## src/rtl/peripheral_pkg.sv

```systemverilog
`default_nettype none
// ============================================================================
// Module   : peripheral_pkg
// Purpose  : Shared widths and default parameter values for the native
//            register peripheral (counter, config bits, byte FIFO).
// Ports    : none (package)
// Revision : 1.0 - initial release
// ============================================================================
package peripheral_pkg;

  localparam int COUNT_WIDTH          = 32;
  localparam int FIFO_DATA_WIDTH      = 8;
  localparam int FIFO_COUNT_WIDTH     = 8;
  localparam int DEFAULT_FIFO_DEPTH   = 16;
  localparam int DEFAULT_LT_THRESHOLD = 1000;

endpackage : peripheral_pkg
`default_nettype wire

```

## src/rtl/peripheral_sync_fifo.sv

```systemverilog
`default_nettype none
// ============================================================================
// Module   : peripheral_sync_fifo
// Purpose  : Single-clock first-word-fall-through FIFO. The head entry is
//            presented combinationally on data_out (zero when empty).
// Ports    : clk, reset         - clock, synchronous active-high reset
//            we, data_in        - push request and data
//            re                 - pop request
//            data_out           - head entry (FWFT), 0 when empty
//            empty, full        - occupancy flags from the registered count
//            word_count         - number of stored entries, 0..DEPTH
// Revision : 1.0 - initial release
// ============================================================================
module peripheral_sync_fifo
  import peripheral_pkg::*;
#(
  parameter int DEPTH       = DEFAULT_FIFO_DEPTH,
  parameter int DATA_WIDTH  = FIFO_DATA_WIDTH,
  parameter int COUNT_WIDTH = FIFO_COUNT_WIDTH
) (
  input  logic                   clk,
  input  logic                   reset,
  input  logic                   we,
  input  logic [DATA_WIDTH-1:0]  data_in,
  input  logic                   re,
  output logic [DATA_WIDTH-1:0]  data_out,
  output logic                   empty,
  output logic                   full,
  output logic [COUNT_WIDTH-1:0] word_count
);

  localparam int AW = (DEPTH > 1) ? $clog2(DEPTH) : 1;

  localparam logic [COUNT_WIDTH-1:0] C_DEPTH     = COUNT_WIDTH'(DEPTH);
  localparam logic [COUNT_WIDTH-1:0] C_CNT_ONE   = COUNT_WIDTH'(1);
  localparam logic [AW-1:0]          C_PTR_ONE   = AW'(1);

  logic [DATA_WIDTH-1:0]  mem_q [DEPTH];
  logic [AW-1:0]          wr_ptr_q, wr_ptr_d;
  logic [AW-1:0]          rd_ptr_q, rd_ptr_d;
  logic [COUNT_WIDTH-1:0] count_q,  count_d;

  logic push_ok;
  logic pop_ok;

  assign empty      = (count_q == '0);
  assign full       = (count_q == C_DEPTH);
  assign word_count = count_q;
  assign data_out   = empty ? '0 : mem_q[rd_ptr_q];

  // A push into a full FIFO is only accepted when a pop frees the head slot
  // in the same cycle; a pop on an empty FIFO is ignored, so a push+pop on
  // empty degenerates to a plain push.
  assign pop_ok  = re && !empty;
  assign push_ok = we && (!full || pop_ok);

  always_comb begin
    wr_ptr_d = wr_ptr_q;
    rd_ptr_d = rd_ptr_q;
    count_d  = count_q;
    // Depth is a power of two, so natural pointer overflow is the wrap.
    if (push_ok) wr_ptr_d = wr_ptr_q + C_PTR_ONE;
    if (pop_ok)  rd_ptr_d = rd_ptr_q + C_PTR_ONE;
    case ({push_ok, pop_ok})
      2'b10:   count_d = count_q + C_CNT_ONE;
      2'b01:   count_d = count_q - C_CNT_ONE;
      default: count_d = count_q;
    endcase
  end

  always_ff @(posedge clk) begin
    if (reset) begin
      wr_ptr_q <= '0;
      rd_ptr_q <= '0;
      count_q  <= '0;
    end else begin
      wr_ptr_q <= wr_ptr_d;
      rd_ptr_q <= rd_ptr_d;
      count_q  <= count_d;
    end
  end

  // Storage is deliberately left out of reset; the pointers define validity.
  always_ff @(posedge clk) begin
    if (push_ok && !reset) mem_q[wr_ptr_q] <= data_in;
  end

endmodule : peripheral_sync_fifo
`default_nettype wire

```

## src/rtl/peripheral_native_registers.sv

```systemverilog
`default_nettype none
// ============================================================================
// Module   : peripheral_native_registers
// Purpose  : Native register peripheral: loadable up/down 32-bit counter with
//            wrap interrupt, three config bits, threshold compare, and a
//            byte-wide FWFT FIFO. Port list is the peripheral side of the
//            register-map bus.
// Ports    : clk, reset                      - clock, sync active-high reset
//            count_we, count_in, count_out   - counter load / value
//            config_we, en/dir/ire_in        - config write
//            en/dir/ire_out                  - registered config bits
//            lt_1k_out                       - count_out < LT_THRESHOLD
//            fifo_we/re, fifo_data_in/out    - FIFO push / pop / data
//            fifo_empty/full/word_count      - FIFO occupancy
//            count_irq                       - one-cycle wrap pulse
// Revision : 1.0 - initial release
// ============================================================================
module peripheral_native_registers
  import peripheral_pkg::*;
#(
  parameter int FIFO_DEPTH   = DEFAULT_FIFO_DEPTH,
  parameter int LT_THRESHOLD = DEFAULT_LT_THRESHOLD
) (
  input  logic                        clk,
  input  logic                        reset,
  input  logic                        count_we,
  input  logic [COUNT_WIDTH-1:0]      count_in,
  output logic [COUNT_WIDTH-1:0]      count_out,
  input  logic                        config_we,
  input  logic                        en_in,
  input  logic                        dir_in,
  input  logic                        ire_in,
  output logic                        en_out,
  output logic                        dir_out,
  output logic                        ire_out,
  output logic                        lt_1k_out,
  input  logic                        fifo_we,
  input  logic [FIFO_DATA_WIDTH-1:0]  fifo_data_in,
  input  logic                        fifo_re,
  output logic [FIFO_DATA_WIDTH-1:0]  fifo_data_out,
  output logic                        fifo_empty,
  output logic                        fifo_full,
  output logic [FIFO_COUNT_WIDTH-1:0] fifo_word_count,
  output logic                        count_irq
);

  localparam logic [COUNT_WIDTH-1:0] C_ONE = COUNT_WIDTH'(1);
  localparam logic [COUNT_WIDTH-1:0] C_LT  = COUNT_WIDTH'(LT_THRESHOLD);

  logic [COUNT_WIDTH-1:0] count_q, count_d;
  logic                   en_q,  en_d;
  logic                   dir_q, dir_d;
  logic                   ire_q, ire_d;
  logic                   irq_q, irq_d;
  logic                   step;
  logic                   wrap;

  // A load suppresses the step, so it can never produce a wrap interrupt.
  assign step = en_q && !count_we;
  assign wrap = step && (dir_q ? (count_q == '1) : (count_q == '0));

  always_comb begin
    count_d = count_q;
    if (count_we) begin
      count_d = count_in;
    end else if (en_q) begin
      count_d = dir_q ? (count_q + C_ONE) : (count_q - C_ONE);
    end
    // Counting above uses the current config; new config lands next edge.
    en_d  = config_we ? en_in  : en_q;
    dir_d = config_we ? dir_in : dir_q;
    ire_d = config_we ? ire_in : ire_q;
    irq_d = wrap && ire_q;
  end

  always_ff @(posedge clk) begin
    if (reset) begin
      count_q <= '0;
      en_q    <= 1'b0;
      dir_q   <= 1'b1;
      ire_q   <= 1'b0;
      irq_q   <= 1'b0;
    end else begin
      count_q <= count_d;
      en_q    <= en_d;
      dir_q   <= dir_d;
      ire_q   <= ire_d;
      irq_q   <= irq_d;
    end
  end

  assign count_out = count_q;
  assign en_out    = en_q;
  assign dir_out   = dir_q;
  assign ire_out   = ire_q;
  assign count_irq = irq_q;
  assign lt_1k_out = (count_q < C_LT);

  peripheral_sync_fifo #(
    .DEPTH       (FIFO_DEPTH),
    .DATA_WIDTH  (FIFO_DATA_WIDTH),
    .COUNT_WIDTH (FIFO_COUNT_WIDTH)
  ) u_fifo (
    .clk        (clk),
    .reset      (reset),
    .we         (fifo_we),
    .data_in    (fifo_data_in),
    .re         (fifo_re),
    .data_out   (fifo_data_out),
    .empty      (fifo_empty),
    .full       (fifo_full),
    .word_count (fifo_word_count)
  );

endmodule : peripheral_native_registers
`default_nettype wire
```

## config.mk

```make
export PLATFORM = sky130hd
export DESIGN_NAME = peripheral_native_registers
export DESIGN_NICKNAME = d
export VERILOG_FILES = /design/src/rtl/peripheral_pkg.sv /design/src/rtl/peripheral_sync_fifo.sv /design/src/rtl/peripheral_native_registers.sv
export SDC_FILE = /design/constraint.sdc
export NUM_CORES = 1
export LEC_CHECK = 0
export BUFFER_PORTS_ARGS = -buffer_cell sky130_fd_sc_hd__buf_4
export CORE_ASPECT_RATIO = 0.75
export CORE_UTILIZATION = 45
export DETAILED_ROUTE_END_ITERATION = 8
export PLACE_DENSITY = 0.73
export SLEW_MARGIN = 40
export SYNTH_ARGS = -nofsm -noshare
export SYNTH_HDL_FRONTEND = slang
export SYNTH_SLANG_ARGS = --single-unit
```

## constraint.sdc

```tcl
create_clock -name clk -period 8.97 [get_ports clk]
set_clock_uncertainty 0.05 [all_clocks]
set_input_delay 0 -clock clk [delete_from_list [all_inputs] [get_ports clk]]
set_output_delay 0 -clock clk [all_outputs]
set_load 0.05 [all_outputs]
```

**Word level (Yosys, flattened, before mapping)**

Memories as Yosys holds them, arrays and structs flattened. A register that Yosys moved wholly into a read port is not among the register bits.
Index checks and enable logic that the tools add are counted.

- Add/sub/neg operators: 6
- Equal/unequal tests: 4
- Reductions and logical operators: 15
- Mux-type cells: 10
- Order comparisons: 1

Operator list:

| kind | count |
|---|---|
| $mux 32 | 3 |
| $add 32x1->32 const B | 1 |
| $eq 32x32->1 const B | 1 |
| $logic_not 32->1 | 1 |
| $lt 32x10->1 const B | 1 |
| $sub 32x1->32 const B | 1 |
| $pmux 8 s2 | 1 |
| $add 4x1->4 const B | 2 |
| $add 8x1->8 const B | 1 |
| $eq 8x5->1 const B | 1 |
| $logic_not 8->1 | 1 |
| $mux 4 | 2 |
| $mux 8 | 1 |
| $sub 8x1->8 const B | 1 |
| $logic_and 1x1->1 | 6 |
| $logic_not 1->1 | 4 |
| $reduce_bool 2->1 | 2 |
| $mux 1 | 3 |
| $eq 2x1->1 const B | 1 |
| $eq 2x2->1 const B | 1 |
| $logic_or 1x1->1 | 1 |

- Bits in writable memories: 128
- Register bits after elaboration: 52
- Memories: 1
- Output and inout bits: 55
- Logic and storage cells: 45

Memories:

| memory | depth | bits a word | rd ports | clocked after Yosys merged registers in | wr ports | RTL line | RTL |
|---|---|---|---|---|---|---|---|
| u_fifo.mem_q | 16 | 8 | 1 | 1 | 1 | peripheral_sync_fifo.sv:38 | `logic [DATA_WIDTH-1:0] mem_q [DEPTH];` |

**Logic depth before layout (Yosys ltp)**

- Depth in word-level cells: 8
- Gate-level depth with buffers: 14
- Gate-level depth less buffers: 14

**Hierarchy**

A second synthesis with hierarchy kept.

- Cells, all modules: 789
- Area total of the unflattened synthesis: 9723.1 um^2

Modules (own cells, without submodules):

| module | instances | area each (um^2) | sequential area each (um^2) | cells an instance |
|---|---|---|---|---|
| peripheral_sync_fifo | 1 | 6259.8 | 4244.1 | 339 |
| peripheral_native_registers | 1 | 3463.3 | 720.7 | 450 |

**Least setup slack after synthesis**

OpenSTA, ideal clock, no wires.

- Kind: flip-flop to flip-flop
- Start point: register dir_q (netlist: dir_out)
- End point: register count_q[25] (netlist: count_out[25])
- Data required time: 8805 ps
- Library setup time: 115 ps
- Setup slack: 5495 ps
- Arrival time: 3311 ps
- Stages on the path, launching flop included: 11
- Cells stage by stage: dfxtp_1 inv_1 ha_1 a21o_1 a21oi_1 a21oi_2 o311ai_1 nor3b_4 o21bai_1 xnor2_1 a2111oi_0

- Word-level cells in the longest chain between the ends: 3

RTL lines:

| what | RTL line | RTL |
|---|---|---|
| start: declaration | peripheral_native_registers.sv:52 | `logic dir_q, dir_d;` |
| start signal: assignment | peripheral_native_registers.sv:86 | `dir_q <= dir_d;` |
| $mux 32 | peripheral_native_registers.sv:67 | `count_d = dir_q ? (count_q + C_ONE) : (count_q - C_ONE);` |
| $mux 32 | peripheral_native_registers.sv:66 | `end else if (en_q) begin` |
| $mux 32 | peripheral_native_registers.sv:64 | `if (count_we) begin` |
| end signal: assignment | peripheral_native_registers.sv:84 | `count_q <= count_d;` |
| end: declaration | peripheral_native_registers.sv:50 | `logic [COUNT_WIDTH-1:0] count_q, count_d;` |

Every way passes these cells. The select of a mux whose other input is x is not followed.
A chain may end at the register's enable or synchronous reset.

**Worst setup path in the final report**

- Start point: register u_fifo.count_q[1] (netlist: u_fifo.word_count[1])
- End point: register u_fifo.count_q[7] (netlist: u_fifo.word_count[7])

- Word-level cells in the longest chain between the ends: 7
- Elaborated cells on any way between the ends: 13
- Those cells by class: add/sub (2); eq/ne (3); mux (1); reduce/logical (7)

RTL lines:

| what | RTL line | RTL |
|---|---|---|
| start: declaration | peripheral_sync_fifo.sv:41 | `logic [COUNT_WIDTH-1:0] count_q, count_d;` |
| start signal: assignment | peripheral_sync_fifo.sv:79 | `count_q <= count_d;` |
| $logic_not 8->1 | peripheral_sync_fifo.sv:46 | `assign empty = (count_q == '0);` |
| $logic_not 1->1 | peripheral_sync_fifo.sv:54 | `assign pop_ok = re && !empty;` |
| $logic_and 1x1->1 | peripheral_sync_fifo.sv:54 |  |
| $logic_or 1x1->1 | peripheral_sync_fifo.sv:55 | `assign push_ok = we && (!full \|\| pop_ok);` |
| $logic_and 1x1->1 | peripheral_sync_fifo.sv:55 |  |
| $eq 2x1->1 or $eq 2x2->1 (tied branches) | peripheral_sync_fifo.sv:64 | `case ({push_ok, pop_ok})` |
| $pmux 8 s2 or $reduce_bool 2->1 (tied branches) | n/a |  |

Several ways; a longest one is shown, not always the timed one.

==> out/metrics.cfg <==
[clock_network]
clock_sinks=184
cts_inserted_buffers=17
cts_tree=yes
htree_levels=4
post_cts_buffers=0
cts_buffer_depth=2
root_buffer=clkbuf_16
clkSlewWorstSetupHoldPaths_ns=0.08
worstSkewPairLatency_ns=0.44

[cells_and_area]
fill_cells=1632
fin_nets=1032
antenna_cells=0
drive_above_1_share=0.216
final_cell_area_sq_mm=0.0116
area_growth_pct=24.3

[yosys]
synth.most_common_cell=edfxtp_1
synth-seq-cells=184
yosysSeqAreaShare=0.530
syn_inst=788
synth_area_sq_mm=0.00937
ys.flop_type=edfxtp_1
synth_area_leader_cell=edfxtp_1
avgSynthCellArea_sq_um=11.9
synth_commonest_cells=128 x edfxtp_1, 83 x nor2_1, 70 x a21oi_1, 62 x nand2_1, 56 x dfxtp_1
yosysTopAreaCellShare=0.410
synth.area.top_cells=edfxtp_1 41%, dfxtp_1 12%, mux4_2 9.6%
syn_nets=880
async_flop_share=0
ys_types=66
synth_edf_count=128
yosys_warnings=0

[worst_setup_path]
worstSetupStartpoint=u_fifo.word_count[1]
cp.arrival_ns=3.74
slowest_stage=nor4_1
path_cells=nor4_1 > nand2_1 > o21ai_0 > nor2_1 > ha_1 > a21o_1 > a21oi_1 > o21bai_1 > a21oi_1 > o21bai_1 > a21oi_1 > nor4b_1 > or3_1
crit_top_cell=a21oi_1
start_kind=register
cpPeakStageDelay_ns=0.38
crit_required_ns=9.24
rr_worst_depth=13
crit_end=u_fifo.word_count[7]
critPathKind=register to register
worstReg2RegEnd=u_fifo.word_count[7]
r2r-start=u_fifo.word_count[1]
reg2reg_setup_slack_ns=5.50
cp-end-kind=register
critPathMaxFanout=9

[power]
p_per_area_mw_per_mm2=235
ir_worst_vdd_uv=125
p_leak_nw=4.33

[global_route]
grt_usage=0.230
antenna_found_initial=0
grt_remaining_overflow=0
grt_max_degree=49
grt_first_pass_wirelength_um=37200
grt_pass1_vias=6706

[die]
die-area_sq_mm=0.0214
io_pins=104
initial_utilization=0.461
rows=45
die_x_um=169
die_y_um=127
core_sq_mm=0.0203

[timing]
rsz0062_at_grt=no
tightest_slew_ns=0.872
drv_slew=0
slew_headroom=0.413
finalHoldViolations=0
period_needed_ns=3.47
clock.fmax_mhz=288
tns_ns=0
fin_crit_sh=0.386
setup_viol=0

[route]
drc_errors=0
via_count=6979
route.met3.wl_um=1640
viasPerCell=5.65
wl_um=23700
drtAntennaViolNets=0
wl_per_cell_um=19.2
drt-met1-wl_um=11400
drtIter0Drc=698
wl_met2_um=10300
drtPass1Iterations=5
routed.top_layer=met4

[place]
place_area_sq_mm=0.0104
port_buffers=103
gp_congestion=0.933
dp.final_hpwl_um=15800

[flow_run]
cap_violations=0

[min_path]
hp-class=primary input to register

[run_status]
status=finished, final reports clean

[logic make-up (layout without fill, tap and decap cells)]
logic type / count (synthesis) / in the layout / share of synthesized area
fa+ha+maj: 43 / 43 / 0.0590
compound gates: 178 / 178 / 0.124
flops: 184 / 184 / 0.530
buf+inv: 56 / 221 / 0.0234
mux: 52 / 52 / 0.109
xor+xnor: 34 / 34 / 0.0318
simple gates: 241 / 241 / 0.123
[state kept, by name, indices dropped and copies added (netlist names), named ones only]
register,count
dir_out,1
u_fifo.mem_q,128
en_out,1
u_fifo.word_count,8
u_fifo.wr_ptr_q,4
count_irq,1
count_out,32
ire_out,1
u_fifo.rd_ptr_q,4
[critical path, delay by kind of cell (launching register included)]
family          cells  cell delay (ns)
compound gates      7             1.36
simple gates        5             1.23
flops               1             0.36
fa+ha+maj           1             0.34
[per-stage QoR]
step	setup slack, ns	power, mW	hold slack [ns]	cells	util
after floorplan	5.49	1.68	0.0489	788	-
after global placement	5.68	1.93	0.174	1144	0.512
after detailed placement	5.57	1.94	0.175	1144	0.512
after CTS	5.54	2.73	0.0136	1235	0.572
after global routing	5.20	2.84	0.0485	1235	0.573
final	5.50	2.73	0.0295	1235	0.573
[report_power, final]
part / leakage (nW) / switching, mW / total, mW / internal (mW)
logic: 2.42 / 0.607 / 0.959 / 0.351
clock network: 0.303 / 0.392 / 0.779 / 0.387
registers: 1.61 / 0.0470 / 0.994 / 0.947
[cell type report]
cell class,count,area (sq um),area share
multi-input combinational,548,4210,0.362
clock buffer,17,425,0.0365
tap,282,353,0.0303
timing repair buffer,168,1410,0.121
clock inverter,15,204,0.0175
inverter,21,78.8,0.00677
sequential,184,4970,0.426
[per-layer routing]
metal	global-route usage	vias up
li1	-	3306
met1	0.345	3375
met2	0.330	264
met3	0.0499	34
met4	0.0770	0
met5	0	-
[how the worst min path moves through the flow]
stage	start	to	slack [ns]	depth (start not counted)
3_3_place_gp	dir_in	dir_out	0.17	3
2_1_floorplan	fifo_data_in[0]	u_fifo.mem_q[0][0]	0.05	0
6_report	count_we	count_out[19]	0.03	3
3_5_place_dp	dir_in	dir_out	0.17	3
5_1_grt	count_we	count_out[19]	0.05	3
4_1_cts	count_we	count_out[19]	0.01	3
[cell usage in the layout, fill, tap and decap left out, types with 17 or more instances in the layout]
cell type      count
a21oi_1           70
buf_4            109
clkbuf_16         17
dfxtp_1           55
dlygate4sd3_1     59
edfxtp_1         128
ha_1              41
inv_1             20
mux4_2            40
nand2_1           62
nor2_1            72
nor3_1            20
o21ai_0           25
xnor2_1           21
[timing repair]
action                                 4_1_cts  5_1_grt
endpoints found under the hold margin      175        0
resized for setup                            0        0
hold buffers                                59        0
No activity file was read; power rests on OpenSTA's default activity.
